<file path="src/rtl/oven_pkg.sv">
// Shared types and defaults for the oven controller slice.
package oven_pkg;

    // 10-bit unsigned temperature / time quantity
    typedef logic [9:0] word_t;

    typedef enum logic [1:0] {
        StIdle    = 2'd0,
        StPreheat = 2'd1,
        StBake    = 2'd2,
        StDone    = 2'd3
    } oven_state_e;

    localparam int unsigned TempMinDefault = 300;
    localparam int unsigned TempMaxDefault = 500;
    localparam int unsigned AmbientDefault = 70;

    // Limit a requested setpoint to the accepted range
    function automatic word_t clamp_temp(word_t t, word_t lo, word_t hi);
        if (t < lo) begin
            return lo;
        end else if (t > hi) begin
            return hi;
        end
        return t;
    endfunction

endpackage

</file>
<file path="src/rtl/oven_controller_if.sv">
// Entry-path inputs and display/LED outputs of the oven controller.
interface oven_controller_if;
    import oven_pkg::*;

    logic        onOff;
    logic        start;
    logic        cancel;
    word_t       temp;
    word_t       timer;
    word_t       cur_temp;
    word_t       time_left;
    word_t       set_temp;
    logic        heater;
    logic        alarm;
    logic [1:0]  state_o;

    modport master (
        output onOff, start, cancel, temp, timer,
        input  cur_temp, time_left, set_temp, heater, alarm, state_o
    );

    modport slave (
        input  onOff, start, cancel, temp, timer,
        output cur_temp, time_left, set_temp, heater, alarm, state_o
    );

endinterface

</file>
<file path="src/rtl/tick_gen.sv">
// Free-running divider producing a one-cycle tick every TICK_DIV clocks.
module tick_gen #(
    parameter int unsigned TICK_DIV = 50000000
) (
    input  logic clk,
    input  logic reset,
    output logic tick_o
);

    localparam int unsigned CntW = (TICK_DIV > 1) ? $clog2(TICK_DIV) : 1;
    localparam logic [CntW-1:0] CntMax = CntW'(TICK_DIV - 1);

    logic [CntW-1:0] cnt_q, cnt_d;

    assign tick_o = (cnt_q == CntMax);

    // Wrap to zero on the tick cycle, otherwise count up
    always_comb begin
        cnt_d = tick_o ? '0 : cnt_q + CntW'(1);
    end

    // Counter register, cleared only by reset
    always_ff @(posedge clk) begin
        if (reset) begin
            cnt_q <= '0;
        end else begin
            cnt_q <= cnt_d;
        end
    end

endmodule

</file>
<file path="src/rtl/oven_controller.sv">
// Simulated oven: preheat ramp, timed bake, done alarm and passive cooling.
module oven_controller
    import oven_pkg::*;
#(
    parameter int unsigned TICK_DIV    = 50000000,
    parameter int unsigned RAMP_STEP   = 50,
    parameter int unsigned AMBIENT     = AmbientDefault,
    parameter int unsigned TEMP_MIN    = TempMinDefault,
    parameter int unsigned TEMP_MAX    = TempMaxDefault,
    parameter int unsigned ALARM_TICKS = 3
) (
    input  logic               clk,
    input  logic               reset,
    oven_controller_if.slave   bus
);

    localparam word_t Ambient  = word_t'(AMBIENT);
    localparam word_t RampStep = word_t'(RAMP_STEP);
    localparam word_t TempMin  = word_t'(TEMP_MIN);
    localparam word_t TempMax  = word_t'(TEMP_MAX);
    localparam int unsigned AcntW = (ALARM_TICKS > 0) ? $clog2(ALARM_TICKS + 1) : 1;

    logic tick;

    tick_gen #(
        .TICK_DIV (TICK_DIV)
    ) u_tick_gen (
        .clk    (clk),
        .reset  (reset),
        .tick_o (tick)
    );

    oven_state_e      state_q, state_d;
    word_t            cur_temp_q, cur_temp_d;
    word_t            time_left_q, time_left_d;
    word_t            set_temp_q, set_temp_d;
    logic             heater_q, heater_d;
    logic             alarm_q, alarm_d;
    logic [AcntW-1:0] acnt_q, acnt_d;

    logic        abort;
    logic [10:0] heat_sum;
    word_t       heat_next;
    word_t       cool_next;

    assign abort = !bus.onOff || bus.cancel;

    // Ramp add is done in 11 bits so the setpoint compare can never see a wrapped value
    assign heat_sum  = {1'b0, cur_temp_q} + 11'(RAMP_STEP);
    assign heat_next = (heat_sum >= {1'b0, set_temp_q}) ? set_temp_q : heat_sum[9:0];
    assign cool_next = ({1'b0, cur_temp_q} >= 11'(AMBIENT + RAMP_STEP)) ?
                       (cur_temp_q - RampStep) : Ambient;

    // Next-state and next-output computation
    always_comb begin
        state_d     = state_q;
        cur_temp_d  = cur_temp_q;
        time_left_d = time_left_q;
        set_temp_d  = set_temp_q;
        acnt_d      = acnt_q;

        if (state_q != StIdle && abort) begin
            // Abort keeps the current temperature; it cools from there in IDLE
            state_d     = StIdle;
            time_left_d = '0;
        end else begin
            unique case (state_q)
                StIdle: begin
                    if (tick) begin
                        cur_temp_d = cool_next;
                    end
                    if (bus.start && !abort && (bus.timer != '0)) begin
                        set_temp_d  = clamp_temp(bus.temp, TempMin, TempMax);
                        time_left_d = bus.timer;
                        state_d     = StPreheat;
                    end
                end
                StPreheat: begin
                    if (cur_temp_q >= set_temp_q) begin
                        cur_temp_d = set_temp_q;
                        state_d    = StBake;
                    end else if (tick) begin
                        cur_temp_d = heat_next;
                    end
                end
                StBake: begin
                    if (tick) begin
                        time_left_d = time_left_q - word_t'(1);
                        if (time_left_q <= word_t'(1)) begin
                            time_left_d = '0;
                            acnt_d      = AcntW'(ALARM_TICKS);
                            state_d     = StDone;
                        end
                    end
                end
                StDone: begin
                    if (tick) begin
                        cur_temp_d = cool_next;
                        acnt_d     = acnt_q - AcntW'(1);
                        if (acnt_q <= AcntW'(1)) begin
                            acnt_d  = '0;
                            state_d = StIdle;
                        end
                    end
                end
                default: state_d = StIdle;
            endcase
        end

        heater_d = (state_d == StPreheat) || (state_d == StBake);
        alarm_d  = (state_d == StDone);
    end

    // State and registered outputs
    always_ff @(posedge clk) begin
        if (reset) begin
            state_q     <= StIdle;
            cur_temp_q  <= Ambient;
            time_left_q <= '0;
            set_temp_q  <= TempMin;
            heater_q    <= 1'b0;
            alarm_q     <= 1'b0;
            acnt_q      <= '0;
        end else begin
            state_q     <= state_d;
            cur_temp_q  <= cur_temp_d;
            time_left_q <= time_left_d;
            set_temp_q  <= set_temp_d;
            heater_q    <= heater_d;
            alarm_q     <= alarm_d;
            acnt_q      <= acnt_d;
        end
    end

    assign bus.cur_temp  = cur_temp_q;
    assign bus.time_left = time_left_q;
    assign bus.set_temp  = set_temp_q;
    assign bus.heater    = heater_q;
    assign bus.alarm     = alarm_q;
    assign bus.state_o   = state_q;

endmodule

</file>
<file path="src/flat_wrapper.sv">
// flat-port wrapper written by rule: the top's interface ports become plain ports
module oven_controller_flat import oven_pkg::*;
#(
    parameter int unsigned TICK_DIV    = 50000000,
    parameter int unsigned RAMP_STEP   = 50,
    parameter int unsigned AMBIENT     = AmbientDefault,
    parameter int unsigned TEMP_MIN    = TempMinDefault,
    parameter int unsigned TEMP_MAX    = TempMaxDefault,
    parameter int unsigned ALARM_TICKS = 3
)
  (clk, reset, bus_onOff, bus_start, bus_cancel, bus_temp, bus_timer, bus_cur_temp, bus_time_left, bus_set_temp, bus_heater, bus_alarm, bus_state_o);
  oven_controller_if bus_i ();
  input  logic clk;
  input  logic reset;
  input wire logic [$bits(bus_i.onOff)-1:0] bus_onOff;
  input wire logic [$bits(bus_i.start)-1:0] bus_start;
  input wire logic [$bits(bus_i.cancel)-1:0] bus_cancel;
  input wire logic [$bits(bus_i.temp)-1:0] bus_temp;
  input wire logic [$bits(bus_i.timer)-1:0] bus_timer;
  output wire logic [$bits(bus_i.cur_temp)-1:0] bus_cur_temp;
  output wire logic [$bits(bus_i.time_left)-1:0] bus_time_left;
  output wire logic [$bits(bus_i.set_temp)-1:0] bus_set_temp;
  output wire logic [$bits(bus_i.heater)-1:0] bus_heater;
  output wire logic [$bits(bus_i.alarm)-1:0] bus_alarm;
  output wire logic [$bits(bus_i.state_o)-1:0] bus_state_o;
  assign bus_i.onOff = bus_onOff;
  assign bus_i.start = bus_start;
  assign bus_i.cancel = bus_cancel;
  assign bus_i.temp = bus_temp;
  assign bus_i.timer = bus_timer;
  assign bus_cur_temp = bus_i.cur_temp;
  assign bus_time_left = bus_i.time_left;
  assign bus_set_temp = bus_i.set_temp;
  assign bus_heater = bus_i.heater;
  assign bus_alarm = bus_i.alarm;
  assign bus_state_o = bus_i.state_o;
  oven_controller #(.TICK_DIV(TICK_DIV), .RAMP_STEP(RAMP_STEP), .AMBIENT(AMBIENT), .TEMP_MIN(TEMP_MIN), .TEMP_MAX(TEMP_MAX), .ALARM_TICKS(ALARM_TICKS)) u_core (.clk(clk), .reset(reset), .bus(bus_i));
endmodule
</file>
<file path="config.mk">
export PLATFORM = sky130hd
export DESIGN_NAME = oven_controller_flat
export DESIGN_NICKNAME = d
export VERILOG_FILES = /design/src/rtl/oven_pkg.sv /design/src/rtl/oven_controller_if.sv /design/src/rtl/tick_gen.sv /design/src/rtl/oven_controller.sv /design/src/flat_wrapper.sv
export SDC_FILE = /design/constraint.sdc
export NUM_CORES = 1
export LEC_CHECK = 0
export BUFFER_PORTS_ARGS = -buffer_cell sky130_fd_sc_hd__buf_2
export CORE_UTILIZATION = 25
export CTS_CLUSTER_DIAMETER = 40
export DETAILED_ROUTE_END_ITERATION = 16
export PLACE_DENSITY_LB_ADDON = 0.08
export SLEW_MARGIN = 20
export SYNTH_ARGS = -nofsm -noshare
export SYNTH_HDL_FRONTEND = slang
export SYNTH_SLANG_ARGS = --single-unit
</file>
<file path="constraint.sdc">
create_clock -name clk -period 5.1 [get_ports clk]
set_input_delay 0.51 -clock clk [delete_from_list [all_inputs] [get_ports clk]]
set_output_delay 0.51 -clock clk [all_outputs]
set_load 0.03 [all_outputs]
</file>
==> results of run 1 <==
## critical path: stages (launching register included)
cell,delay (ns)
dfxtp_1,0.37
ha_1,0.25
a21oi_1,0.23
xor2_1,0.22
ha_1,0.29
a2111o_1,0.41
a31oi_1,0.13
o21ai_1,0.08
a2111o_1,0.70
mux2i_1,0.25
a221oi_1,0.09
a211o_1,0.28
## layout make-up
cell class | instances | share of cell area
Clock buffer | 10 | 0.0512
Clock inverter | 6 | 0.0147
Inverter | 31 | 0.0249
Multi-Input combinational cell | 384 | 0.528
Sequential cell | 62 | 0.266
Tap cell | 188 | 0.0503
Timing Repair Buffer | 60 | 0.0653
## power by group through the flow
stage	sequential (mW)	clock, mW	combinational (mW)
finish	0.509	0.639	0.149
CTS	0.508	0.662	0.151
detailed placement	0.519	0	0.150
global route	0.510	0.683	0.167
floorplan	0.530	0	0.0876
global placement	0.519	0	0.151
## metal layers
| layer | global-route usage | vias up |
|---|---|---|
| met1 | 0.186 | 1721 |
| li1 | - | 1888 |
| met5 | 0 | - |
| met2 | 0.250 | 49 |
| met3 | 0.0415 | 10 |
| met4 | 0.0490 | 0 |
## kinds of logic after synthesis
family	synth area share
flops	0.318
fa+ha+maj	0.0961
buf+inv	0.0506
compound gates	0.197
simple gates	0.253
xor+xnor	0.0695
mux	0.0157
## stage by stage
stage                     hold slack [ns]  setup slack [ns]
final                               0.415              1.67
after global routing                0.433              1.41
after CTS                           0.407              1.67
after detailed placement            0.436              1.69
after global placement              0.423              1.74
after floorplan                     0.413              1.92
## final timing paths
path,from,to,slack (ns),cells after the start
worst max register to register,u_core.bus.cur_temp[1],u_core.bus.cur_temp[2],1.67,11
worst min-delay path,bus_temp[2],u_core.bus.set_temp[2],0.41,3
worst max-delay path,u_core.bus.cur_temp[1],u_core.bus.cur_temp[2],1.67,11
worst min register to register,u_core.u_tick_gen.cnt_q[0],u_core.u_tick_gen.cnt_q[0],0.44,1
## cell usage after synthesis, drive strengths merged (5+ instances only)
cell	number
a211oi	6
a22oi	5
o21ai	31
nand4	14
nand3	15
nor2	55
o22ai	8
and3	12
a31oi	9
inv	30
xnor2	9
dfxtp	62
nor2b	8
ha	30
nand2	46
xor2	22
mux2i	5
clkbuf	15
nand2b	11
a21oi	26
nor3	15
## sequential cells by signal, indices dropped and copies added (netlist names)
register / cells
u_core.u_tick_gen.cnt_q: 26
u_core.acnt_q: 2
u_core.bus.state_o: 2
u_core.bus.cur_temp: 10
u_core.bus.set_temp: 10
u_core.bus.heater: 1
u_core.bus.time_left: 10
u_core.bus.alarm: 1
==> run metrics, run 1 <==
final hold viol count=0; setup total negative slack=0 ns; WL met2=5170 um; GRT Resource Usage Total=0.150; root buffer cell=clkbuf_16; syn nets=551; top area cells in the synthesized netlist=dfxtp_1, ha_1, nor2_1; Reg clk slew, reported paths=0.06 ns; Yosys reg bits=62; max-cap viol count=0; Final Max Tran Viols=0; Worst Skew=roughly 0.008 ns; Combinational Power Share=0.115; HP Class=input port to flip-flop; CP Launch Type=flip-flop; IO Count=slightly below 60; Crit path arrival time=3.66 ns; NumNets Final=603; Clock Latency Late Sink=0.34 ns; minimum clock period=3.43 ns; Tcrit/Tclk final=0.673; Sink Count=between 60 and 70; Hold-fix buffers, CTS=0; FFs w/ async S/R, synth=0; WP data required=5.33 ns; placed cell area=around 4400 um2; top-area cell type share of the netlist area=0.318; cts repair resizes=0; drc violations=0; via count=3668; Die H=between 100 and 150 um; total internal power=~0.94 mW; drt pass-1 iters=4; most frequent cells in the layout=dfxtp_1, buf_2, nor2_1; total CTS buffers=9; num rows=45; crit-path max FO=15; Core ar.=between 15000 and 20000 um2; RSZ-0062 raised after global routing=false; total congestion overflow=0; Crit. End Element=flip-flop; hpwl dp=8500 um; Die X=roughly 130 um; first-pass GRT wire length=18600 um; leak pwr=1.90 nW; Max-Slew Margin vs Limit=0.424; final WL=11400 um; share of cells above drive strength 1=0.146; ANT nets after route=0; vias in the first global route=between 3000 and 4000; Power per Cell Area=277 nW/um2; sequential share of power=0.392; Synth warnings=0; syn avg cell area=7.87 um2; Sw Share=0.274; Placed Instances=725; wire per inst=15.4 um; postcts setup bufs=0; DR iter-0 viols=85; clock power share=0.493; Initial Utilization=0.257; Net Switching=0.355 mW; Worst-Margin Slew=0.859 ns; fmax=0.291 GHz; Syn Inst Count=between 400 and 500; post-synth top area cell=dfxtp_1; H-tree depth=3; metal3 WL=381 um; Post-Layout Cell Count=741; total die area=16100 um2; fill cell count=roughly 1700; status=finished clean; Post-synth EDFFs=0; Max Buffers Root-to-Sink=2; number of port buffers=just under 60; Core Util, Final=0.307; initial antenna violation count=0; Pwr Total=1.30 mW; CTS tree=yes; commonest non-fill, non-tap cell in the layout=dfxtp_1; final setup violating endpoints=0; Setup CP Type=flip-flop to flip-flop; pin count of the biggest net entering global routing=25; ys flop type=dfxtp_1; Synth cell types=55; FF+latch area=around 1200 um2; VDD IR-drop max=about 0.00014 V; WL met1=5680 um; Mapped Area=3900 um2; ant diodes=0; Finished Cell Area=roughly 4700 um2; register area share after synthesis=0.318; Multi-input gate area=2470 um2; Final GP Congestion=0.818; vias per cell=4.95; Top Metal Used=met4; Area growth, synth to finish=19.6%
(Power assumes the default switching activity.)
==> run 2, diff against run 1 <==
- clock period: 5.1 -> 3.26 ns (I/O delays scaled with it)
==> run metrics, run 2 (same netlist as run 1, synthesis figures left out) <==
status=finished clean; pre-CTS setup slack=0.160 ns; Core Util, Final=0.318; fmax=between 0.3 and 0.4 GHz; max-cap viol count=0; NumNets Final=620; root buffer cell=clkbuf_16; number of port buffers=58; Worst-Margin Slew=~0.50 ns; vias in the first global route=3699; Sink Count=62; commonest non-fill, non-tap cell in the layout=dfxtp_1; Reg clk slew, reported paths=~0.060 ns; ANT nets after route=0; share of cells above drive strength 1=0.174; Tcrit/Tclk final=0.925; largest register by flop count=u_core.u_tick_gen.cnt_q; Finished Cell Area=around 4800 um2; num rows=between 40 and 50; Clock Latency Late Sink=0.34 ns; CP Launch Type=flip-flop; Post-Layout Cell Count=about 760; Crit. End Element=flip-flop; Core ar.=15200 um2; total die area=roughly 16000 um2; final setup violating endpoints=0; via count=roughly 3700; leak pwr=2.00 nW; HP Class=input port to flip-flop; initial antenna violation count=0; drt pass-1 iters=4; IO Count=59; Area growth, synth to finish=23.6%; first-pass GRT wire length=~20000 um; Final GP Congestion=between 0.8 and 0.9; Max Buffers Root-to-Sink=2; H-tree depth=3; pin count of the biggest net entering global routing=24; cts repair resizes=0; Crit path arrival time=3.24 ns; RSZ-0062 raised after global routing=false; Initial Utilization=0.257; WP data required=3.49 ns; Setup CP Type=flip-flop to flip-flop; placed cell area=4490 um2; Placed Instances=742; minimum clock period=3.01 ns; setup total negative slack=0 ns; final WL=11800 um; most frequent cells in the layout=dfxtp_1, buf_2, nor2_1; Hold-fix buffers, CTS=0; Die H=127 um; Final Max Tran Viols=0; hpwl dp=8850 um; GRT Resource Usage Total=0.157; setup ws final=0.245 ns; fill cell count=1640; vias per cell=4.90; total congestion overflow=0; Power per Cell Area=441 nW/um2; wire per inst=15.5 um; VDD IR-drop max=about 0.00021 V; Die X=about 130 um; crit-path max FO=4; postcts setup bufs=0; total CTS buffers=9; Max-Slew Margin vs Limit=0.667; drc violations=0; CTS tree=yes; ant diodes=0; max FFs per register=26; final hold viol count=0; Worst Skew=about 0.0055 ns; DR iter-0 viols=175
==> run 2: layer usage <==
layer	part of all wire	global-route usage	wire, um
met1	0.48	0.204	5710
met2	0.47	0.257	5500
met3	0.038	0.0389	453
met4	0.0099	0.0469	117
met5	0	0	0
==> run 2: worst paths after layout <==
kind	startpoint	endpoint	slack, ns	depth (start not counted)
setup / recovery	u_core.bus.cur_temp[1]	u_core.bus.cur_temp[2]	0.25	11
hold / removal	bus_temp[5]	u_core.bus.set_temp[5]	0.24	3
setup reg to reg	u_core.bus.cur_temp[1]	u_core.bus.cur_temp[2]	0.25	11
hold reg to reg	u_core.u_tick_gen.cnt_q[0]	u_core.u_tick_gen.cnt_q[0]	0.45	1
==> run 2: where the power goes <==
part | total (mW) | switching, mW | internal (mW) | leakage (nW)
sequential | 0.790 | 0.0165 | 0.774 | 0.502
combinational | 0.256 | 0.160 | 0.0961 | 1.34
clock | 1.08 | 0.388 | 0.695 | 0.159
==> run 2: critical path, stage by stage (launching register included) <==
cell and delay (ns):
dfxtp_1 0.31, ha_1 0.23, a21oi_2 0.20, xor2_1 0.23, ha_1 0.29, a2111o_1 0.40, a31oi_1 0.14, o21ai_1 0.08
a2111o_1 0.45, mux2i_1 0.19, a221oi_1 0.10, a211o_1 0.28
==> run 2: layout make-up <==
class | instances | area (um2) | share of cell area
well taps | 188 | 235 | 0.0487
multi-input cells | 384 | 2470 | 0.512
clock buffers | 10 | 239 | 0.0495
repair buffers | 77 | 433 | 0.0897
flip-flops and latches | 62 | 1240 | 0.257
inverters | 31 | 116 | 0.0241
clock inverters | 6 | 93.8 | 0.0194
==> run 2: through the flow <==
step                      hold WS (ns)  power (mW)
after global routing             0.253        2.25
final                            0.244        2.13
after floorplan                  0.413       0.965
after detailed placement         0.433        1.06
after CTS                        0.232        2.17
after global placement           0.422        1.06
==> run 3, diff against run 2 <==
- SETUP_SLACK_MARGIN: unset -> 0.3
==> run metrics, run 3 (same netlist as run 1, synthesis figures left out) <==
vias per cell=4.92; WP buf/inv=1; number of port buffers=58; H-tree depth=3; Hold-fix buffers, CTS=0; largest register by flop count=u_core.u_tick_gen.cnt_q; share of cells above drive strength 1=0.194; max incr delay on CP=between 0.5 and 0.6 ns; Tcrit/Tclk final=0.891; total CTS buffers=9; via count=3738; critical path's most frequent cell=a2111o_1; Setup CP Type=flip-flop to flip-flop; hpwl dp=8810 um; Worst-Margin Slew=0.518 ns; setup total negative slack=0 ns; crit path to=u_core.bus.cur_temp[1]; drc violations=0; pin count of the biggest net entering global routing=24; Sink Count=62; Multi-input gate area=2520 um2; HP Class=input port to flip-flop; max-cap viol count=0; Power per Cell Area=approximately 440 nW/um2; Stages on worst setup path=12; FF-to-FF setup slack=0.35 ns; initial antenna violation count=0; total die area=16100 um2; FF+latch area=1250 um2; VDD IR-drop max=0.000236 V; vias in the first global route=~3700; IO Count=59; Final Max Tran Viols=0; pre-CTS setup slack=0.249 ns; Reg clk slew, reported paths=about 0.06 ns; Die X=127 um; RSZ-0062 raised after global routing=true; max FFs per register=26; first-pass GRT wire length=19400 um; leak pwr=2.04 nW; NumNets Final=621; drt pass-1 iters=4; Crit. Startpoint=u_core.bus.cur_temp[2]; CP Launch Type=flip-flop; Max-Slew Margin vs Limit=0.654; Pwr Total=2.17 mW; status=finished clean; fill cell count=1643; ant diodes=0; Worst path slowest cell=a2111o_1; DR iter-0 viols=156; root buffer cell=clkbuf_16; commonest non-fill, non-tap cell in the layout=buf_2; Final GP Congestion=0.789; Area growth, synth to finish=25.9%; Worst path top cell family by delay=compound AO/OA/AOI/OAI gates; Core ar.=15200 um2; Crit path arrival time=3.19 ns; most frequent cells in the layout=buf_2, dfxtp_1, nor2_1; wire per inst=15.7 um; minimum clock period=2.91 ns; Initial Utilization=0.257; final WL=11900 um; CTS tree=yes; R2R depth=12; crit-path max FO=7; GRT Resource Usage Total=0.158; Max Buffers Root-to-Sink=2; RR Endpoint=u_core.bus.cur_temp[1]; worst path cell trace=ha_4 > a21oi_4 > xor2_1 > ha_1 > a2111o_1 > a31oi_1 > o21ai_1 > a2111o_1 > buf_6 > mux2i_1 > a221o_1 > nand2_1; Die H=around 130 um; total congestion overflow=0; WP data required=3.54 ns; num rows=45; Worst Skew=0.00691 ns; Clock Latency Late Sink=between 0.3 and 0.4 ns; RR Startpoint=u_core.bus.cur_temp[2]; setup ws final=0.354 ns; Crit. End Element=flip-flop; fmax=0.344 GHz; final hold viol count=0; ANT nets after route=0; final setup violating endpoints=0
-- run 3: power breakdown --
part           internal (mW)  leakage (nW)  switching, mW
registers              0.773         0.503         0.0222
clock network          0.720         0.168          0.398
logic                  0.102          1.37          0.156
total                   1.60          2.04          0.577
-- run 3: what timing repair did --
action                                  in CTS  in global routing
gates cloned                                 0                  0
buffers inserted                             2                  3
gates resized for setup                      0                 11
endpoints found under the setup margin       4                  9
pin swaps                                    1                  7
-- run 3: per-layer routing --
layer | vias up | GRT usage | share of wire
met4 | 0 | 0.0672 | 0.015
met3 | 15 | 0.0289 | 0.034
met5 | - | 0 | 0
met2 | 65 | 0.257 | 0.47
met1 | 1736 | 0.204 | 0.48
li1 | 1922 | - | -
-- run 3: per-stage QoR --
step                      hold WS [ns]  instance area, um2  std cells  utilization
after CTS                        0.223                4830        756        0.318
after floorplan                  0.413                3930        496            -
after global placement           0.423                4480        738        0.295
final                            0.230                4920        759        0.323
after detailed placement         0.433                4480        738        0.295
after global routing             0.248                4920        759        0.323
-- run 3: how the worst min path moves through the flow --
stage                                     startpoint                         end  slack, ns  cells past startpoint
after floorplan           u_core.u_tick_gen.cnt_q[0]  u_core.u_tick_gen.cnt_q[0]       0.41                      1
after global placement    u_core.u_tick_gen.cnt_q[0]  u_core.u_tick_gen.cnt_q[0]       0.42                      1
final                                    bus_temp[2]      u_core.bus.set_temp[2]       0.23                      3
after global routing                     bus_temp[1]      u_core.bus.set_temp[1]       0.25                      3
after detailed placement  u_core.u_tick_gen.cnt_q[0]  u_core.u_tick_gen.cnt_q[0]       0.43                      1
after CTS                                bus_temp[2]      u_core.bus.set_temp[2]       0.22                      3
-- run 3: worst reg2reg max path: stages, from the launching register on --
cell and delay (ns):
dfxtp_4 0.37, ha_4 0.17, a21oi_4 0.13, xor2_1 0.20, ha_1 0.27, a2111o_1 0.36
a31oi_1 0.13, o21ai_1 0.08, a2111o_1 0.51, buf_6 0.16, mux2i_1 0.10, a221o_1 0.30
nand2_1 0.06
-- run 3: layout make-up --
| class | count | area share |
|---|---|---|
| multi-input cells | 384 | 0.513 |
| clock inverters | 6 | 0.0186 |
| repair buffers | 78 | 0.0911 |
| well taps | 188 | 0.0478 |
| clock buffers | 10 | 0.0509 |
| inverters | 31 | 0.0237 |
| flip-flops and latches | 62 | 0.255 |
